===== config.mk =====
export PLATFORM = sky130hd
export DESIGN_NAME = seg_scan_ctrl
export DESIGN_NICKNAME = d
export VERILOG_FILES = /design/src/rtl/seg_scan_ctrl_pkg.sv /design/src/rtl/seg_lz_mask.sv /design/src/rtl/seg_scan_ctrl.sv
export SDC_FILE = /design/constraint.sdc
export NUM_CORES = 1
export LEC_CHECK = 0
export CORE_MARGIN = 2
export CORE_UTILIZATION = 50
export CTS_BUF_LIST = sky130_fd_sc_hd__clkbuf_4 sky130_fd_sc_hd__clkbuf_8 sky130_fd_sc_hd__clkbuf_16
export DETAILED_ROUTE_END_ITERATION = 10
export GPL_TIMING_DRIVEN = 0
export PLACE_DENSITY_LB_ADDON = 0.12
export SETUP_SLACK_MARGIN = 0.05
export SLEW_MARGIN = 5
export SYNTH_ARGS = -nofsm -noshare
export SYNTH_HDL_FRONTEND = slang
export SYNTH_SLANG_ARGS = --single-unit
export TNS_END_PERCENT = 100

===== constraint.sdc =====
create_clock -name clk -period 3.99 [get_ports clk]
set_input_delay 1.197 -clock clk [delete_from_list [all_inputs] [get_ports clk]]
set_output_delay 1.197 -clock clk [all_outputs]
set_load 0.005 [all_outputs]

===== src/rtl/seg_scan_ctrl_pkg.sv =====
// Shared types and constants for the 7-segment scan controller.
package seg_scan_ctrl_pkg;

   localparam int unsigned BCD_W = 4;

   typedef enum logic {
      ST_BLANK = 1'b0,
      ST_SHOW  = 1'b1
   } scan_state_e;

   // Larger of two sizes, used to size the shared slot counter.
   function automatic int unsigned max_u(input int unsigned a, input int unsigned b);
      return (a > b) ? a : b;
   endfunction

endpackage


===== src/rtl/seg_lz_mask.sv =====
// Leading-zero suppress mask: flags digits that should stay dark.
module seg_lz_mask
   import seg_scan_ctrl_pkg::*;
#(
   parameter int unsigned NUM_DIGITS = 4
)
(
   input  logic [NUM_DIGITS-1:0][BCD_W-1:0] display,
   input  logic                             lz_en,
   output logic [NUM_DIGITS-1:0]            suppress_c
);

   // Walk down from the top digit; a digit is blank while it and all above it are zero.
   always_comb begin
      logic all_zero;
      all_zero   = 1'b1;
      suppress_c = '0;
      for (int i = NUM_DIGITS - 1; i >= 1; i--) begin
         all_zero      = all_zero & (display[i] == '0);
         suppress_c[i] = lz_en & all_zero;
      end
   end

endmodule


===== src/rtl/seg_scan_ctrl.sv =====
// Time-multiplexed scan controller for common-anode 7-segment digits.
module seg_scan_ctrl
   import seg_scan_ctrl_pkg::*;
#(
   parameter int unsigned NUM_DIGITS = 4,
   parameter int unsigned SHOW_CYC   = 50000,
   parameter int unsigned BLANK_CYC  = 500
)
(
   input  logic                        clk,
   input  logic                        rst_n,
   input  logic                        en,
   input  logic                        lz_en,
   input  logic                        load_valid,
   output logic                        load_ready,
   input  logic [BCD_W*NUM_DIGITS-1:0] load_data,
   output logic [BCD_W-1:0]            digit_bcd,
   output logic [NUM_DIGITS-1:0]       an_n,
   output logic                        frame_done
);

   localparam int unsigned CNT_W = $clog2(max_u(SHOW_CYC, BLANK_CYC) + 1);
   localparam int unsigned IDX_W = $clog2(NUM_DIGITS);

   localparam logic [CNT_W-1:0]      BLANK_LAST = CNT_W'(BLANK_CYC - 1);
   localparam logic [CNT_W-1:0]      SHOW_LAST  = CNT_W'(SHOW_CYC - 1);
   localparam logic [IDX_W-1:0]      IDX_LAST   = IDX_W'(NUM_DIGITS - 1);
   localparam logic [NUM_DIGITS-1:0] AN_OFF     = '1;

   typedef logic [NUM_DIGITS-1:0][BCD_W-1:0] digits_t;

   scan_state_e      state;
   logic [IDX_W-1:0] idx;
   logic [CNT_W-1:0] cnt;
   digits_t          display;
   digits_t          pending;
   logic             pend_valid;
   logic             en_q;

   logic             accept_c;
   logic             frame_end_c;
   logic             commit_c;
   logic [IDX_W-1:0] idx_nxt_c;
   digits_t          display_nxt;
   logic [NUM_DIGITS-1:0] suppress_c;

   seg_lz_mask #(
      .NUM_DIGITS (NUM_DIGITS)
   ) u_lz_mask (
      .display    (display),
      .lz_en      (lz_en),
      .suppress_c (suppress_c)
   );

   // Handshake, frame-end and commit decisions for this cycle.
   always_comb begin
      accept_c    = load_valid & load_ready;
      frame_end_c = en & (state == ST_SHOW) & (cnt == SHOW_LAST) & (idx == IDX_LAST);
      // While dark, a pending value lands once the display has been parked for a cycle.
      commit_c    = pend_valid & (frame_end_c | (~en & ~en_q));
      idx_nxt_c   = (idx == IDX_LAST) ? '0 : idx + IDX_W'(1);
      display_nxt = commit_c ? pending : display;
   end

   // Scan sequencer with registered anode/digit outputs and load buffering.
   always_ff @(posedge clk or negedge rst_n) begin
      if (!rst_n) begin
         state      <= ST_BLANK;
         idx        <= '0;
         cnt        <= '0;
         display    <= '0;
         pending    <= '0;
         pend_valid <= 1'b0;
         en_q       <= 1'b0;
         an_n       <= AN_OFF;
         digit_bcd  <= '0;
         load_ready <= 1'b1;
         frame_done <= 1'b0;
      end else begin
         en_q       <= en;
         display    <= display_nxt;
         frame_done <= frame_end_c;
         load_ready <= accept_c ? 1'b0 : ~pend_valid;
         if (accept_c) begin
            pending    <= load_data;
            pend_valid <= 1'b1;
         end else if (commit_c) begin
            pend_valid <= 1'b0;
         end

         if (!en) begin
            state     <= ST_BLANK;
            idx       <= '0;
            cnt       <= '0;
            an_n      <= AN_OFF;
            digit_bcd <= display_nxt[0];
         end else begin
            unique case (state)
               ST_BLANK: begin
                  if (cnt == BLANK_LAST) begin
                     state <= ST_SHOW;
                     cnt   <= '0;
                     an_n  <= suppress_c[idx] ? AN_OFF : ~(NUM_DIGITS'(1) << idx);
                  end else begin
                     cnt <= cnt + CNT_W'(1);
                  end
               end
               ST_SHOW: begin
                  if (cnt == SHOW_LAST) begin
                     state     <= ST_BLANK;
                     cnt       <= '0;
                     idx       <= idx_nxt_c;
                     an_n      <= AN_OFF;
                     digit_bcd <= display_nxt[idx_nxt_c];
                  end else begin
                     cnt <= cnt + CNT_W'(1);
                  end
               end
            endcase
         end
      end
   end

endmodule


==> flow_metrics.env, run 1 <==
export IMPL_run_status="finished clean"
export IMPL_grt_pass1_vias=1998
export IMPL_slew_headroom_pct=44.20
export IMPL_ctsResizeCount=0
export IMPL_min_period_over_period_pct=75.61
export IMPL_cts_setup_buffers=0
export IMPL_syn_nets=268
export IMPL_start_util_pct=52.39
export IMPL_clock_sinks=63
export IMPL_finalWorstSetupSlack_ns=0.9730
export IMPL_grt_usage_pct=20.00
export IMPL_criticalPathCategory="input port to flop"
export IMPL_clk_pin_slew_worst_paths_ns=0.07
export IMPL_cts_tree="done"
export IMPL_ant_nets=0
export IMPL_r2r_start="cnt[0]"
export IMPL_clock_skew_ns=0.006855
export IMPL_synthFlopType="dfrtp_1"
export IMPL_p_leak_nw=1.563
export IMPL_path_cells="clkdlybuf4s50_1 > bufbuf_8 > and3_1 > a31oi_4 > buf_6 > mux2i_1 > o21ai_0 > a211o_1"
export IMPL_die_area_sq_mm=0.006431
export IMPL_drt_initial_drc_count=96
export IMPL_tightest_slew_ns=0.8294
export IMPL_grt_overflow=0
export IMPL_clkLatencyLatePin_ns=0.33
export IMPL_clockPowerShare_pct=28.6
export IMPL_cp_endpoint="digit_bcd[3]"
export IMPL_hp_class="flop to flop"
export IMPL_cap_violations=0
export IMPL_critPathArrivalTime_ns=3.24
export IMPL_gp_congestion=0.8180
export IMPL_combPwrFrac_pct=21.7
export IMPL_ys_seq_area_share_pct=54.53
export IMPL_io_buffers=30
export IMPL_synth_commonest_cells="58 x dfrtp_1, 28 x mux2_2, 27 x nor2_1, 15 x nand2_1"
export IMPL_path_buf_inv=3
export IMPL_drt_first_pass_iters=4
export IMPL_period_minus_slack_ns=3.017
export IMPL_powerDensity_mw_per_mm2=557.5
export IMPL_ff_latch_area_sq_mm=0.001583
export IMPL_multi_input_area_sq_mm=0.001221
export IMPL_postSynthAreaPerCell_sq_um=11.99
export IMPL_synthArstFlopShare_pct=100.0
export IMPL_peakVddDrop_mv=0.3243
export IMPL_seq_power_share_pct=49.7
export IMPL_p_total_mw=1.947
export IMPL_cts_buffers=9
export IMPL_layout_cells_non_filler=360
export IMPL_synth_top_area_share_pct=50.00
export IMPL_startpoint_type="input port"
export IMPL_netlist_area_sq_mm=0.002903
export IMPL_pin_count=31
export IMPL_cp_top_family="buffers and inverters"
export IMPL_reg2reg_to="an_n[0]"
export IMPL_ys_types=46
export IMPL_dp_cells=344
export IMPL_drc=0
export IMPL_critPathSlowestCell="clkdlybuf4s50_1"
export IMPL_grt_max_degree=64
export IMPL_vias_per_cell=5.531
export IMPL_cts_max_level=3
export IMPL_p_sw_share_pct=26.58
export IMPL_drive_above_1_share_pct=22.22
export IMPL_num_rows=27
export IMPL_wirelength_mm=5.578
export IMPL_preCtsSetupSlack_ns=0.6485
export IMPL_r2r_setup_slack_ns=1.52
export IMPL_dp_hpwl_mm=3.913
export IMPL_critPathCaptureType="flop"
export IMPL_fin_util_pct=63.05
export IMPL_synth_area_leaders="dfrtp_1 50%, mux2_2 11%, dfstp_2 4.5%, nor2_1 3.5%, mux2i_1 3.1%"
export IMPL_areaGrowthSynthToFinish_pct=20.34
export IMPL_fin_nets=309
export IMPL_cpPeakStageDelay_ns=0.42
export IMPL_finalSetupViolCount=0
export IMPL_yosys_cell_count_top_type="dfrtp_1"
export IMPL_worstRegToRegCells=9
export IMPL_route_vias_total=1991
export IMPL_ys_seq_elements=63
export IMPL_finalHoldViolations=0
export IMPL_ctsHoldBuffers=0
export IMPL_grt_pass1_wl_mm=9.611
export IMPL_slew_viol_final=0
export IMPL_wl_per_cell_um=15.49
export IMPL_cp_data_required_time_ns=4.21
export IMPL_synth_edf_count=0
export IMPL_synth_largest_area_cell="dfrtp_1"
export IMPL_clock_fmax_ghz=0.3315
export IMPL_root_buffer="clkbuf_8"
export IMPL_worstSetupPathDepth=8
export IMPL_p_switching_mw=0.5177
export IMPL_path_max_fanout=10
export IMPL_core_sq_mm=0.005540
export IMPL_num_fill_cells=479
export IMPL_antenna_found_initial=0
export IMPL_crit_path_start="en"
export IMPL_insertedDiodeCount=0
export IMPL_rsz0062_at_grt="no"
export IMPL_die_w_um=80.20
export IMPL_cts_buffer_depth=2
export IMPL_syn_inst=242
export IMPL_fin_hold_ws_ns=0.4445
export IMPL_p_int_mw=1.430
export IMPL_die_h_um=80.20
export IMPL_synth_warnings=0
## worst reg2reg max path, cell delays in order, from the launching register on
cell and delay (ns):
dfrtp_1 0.40, ha_1 0.25, and3_2 0.18, buf_2 0.15, and4b_4 0.21, a21boi_1 0.58, o21ai_1 0.21, buf_2 0.24
nor2_1 0.12, a41oi_1 0.05
## registers in the layout, indices dropped and copies added (netlist names)
signal and flops:
an_n 4, cnt 16, digit_bcd 4, display 16, en_q 1, frame_done 1
idx 2, load_ready 1, pend_valid 1, pending 16, state 1
## cell families (layout without fill, tap and decap cells)
family / count (synthesis) / count (layout) / share of synthesized area (%)
multiplexers: 38 / 38 / 14.48
flip-flops: 63 / 63 / 54.53
AND/OR/NAND/NOR: 74 / 74 / 13.19
AO/OA/AOI/OAI: 31 / 31 / 8.017
buffers and inverters: 17 / 63 / 3.405
adder cells (fa/ha/maj): 5 / 5 / 2.155
XOR/XNOR: 14 / 14 / 4.224
## through the flow
stage	setup TNS (ns)	cell area, sq um
6_report	0	3493
4_1_cts	0	3493
3_3_place_gp	-18.23	3293
2_1_floorplan	0	2903
5_1_grt	0	3493
3_5_place_dp	0	3291
## placed cells by master (no fill, tap or decap), drive strengths merged, types with 2 or more instances in the layout
cell type,count
mux2,29
and3,5
nand3,8
a2111oi,2
nor2b,3
nor3,2
buf,7
xnor2,7
nor4,6
inv,9
dfrtp,58
a211oi,2
xor2,7
ha,5
a21boi,2
nor2,27
clkdlybuf4s50,29
nand4,3
o21ai,8
dfstp,5
a21oi,5
a211o,3
mux2i,9
nand2,15
clkbuf,14
## how the worst min path moves through the flow
| stage | startpoint | to | slack (ns) | cells past startpoint |
|---|---|---|---|---|
| 4_1_cts | pend_valid | load_ready | 0.45 | 1 |
| 2_1_floorplan | pend_valid | load_ready | 0.39 | 1 |
| 5_1_grt | pend_valid | load_ready | 0.46 | 1 |
| 3_5_place_dp | pend_valid | load_ready | 0.44 | 1 |
| 6_report | pend_valid | load_ready | 0.44 | 1 |
| 3_3_place_gp | pend_valid | load_ready | 0.43 | 1 |
## layout make-up
class                      instances  share of cell area (%)
sequential                        63                   45.31
multi-input combinational        162                   34.96
timing repair buffer              30                   8.524
clock buffer                      13                   4.585
tap                               72                   2.579
buffer                             8                   1.862
clock inverter                     3                   1.218
inverter                           9                  0.9670
## power by group through the flow
stage               clock network [mW]  logic, mW  registers [mW]
floorplan                            0      0.299           0.936
global placement                     0      0.418           0.973
detailed placement                   0      0.432           0.978
CTS                              0.568      0.430           0.968
global route                     0.600      0.466           0.992
finish                           0.556      0.423           0.968
## routing by layer
| metal | vias to the layer above | global-route usage, % | wire length [um] |
|---|---|---|---|
| met5 | - | 0 | 0 |
| met4 | 0 | 5.932 | 63 |
| met3 | 6 | 7.079 | 234 |
| met2 | 38 | 31.08 | 2688 |
| met1 | 1004 | 26.45 | 2591 |
| li1 | 943 | - | - |
No activity file was read; power rests on OpenSTA's default activity.
==> run 2, diff against run 1 <==
- clock period: 3.99 -> 2.8 ns (I/O delays scaled with it)
==> results of run 2 <==
The final DEF is identical to that of run 1. Status: finished clean.
Main changes from that run: setup slack after placement 0.6485 ns -> -0.1845 ns; setup slack after layout 0.9730 ns -> 0.1400 ns; register-to-register setup slack 1.52 ns -> 0.33 ns; total power 1.947 mW -> 2.775 mW; worst IR drop on VDD 0.3243 mV -> 0.4622 mV
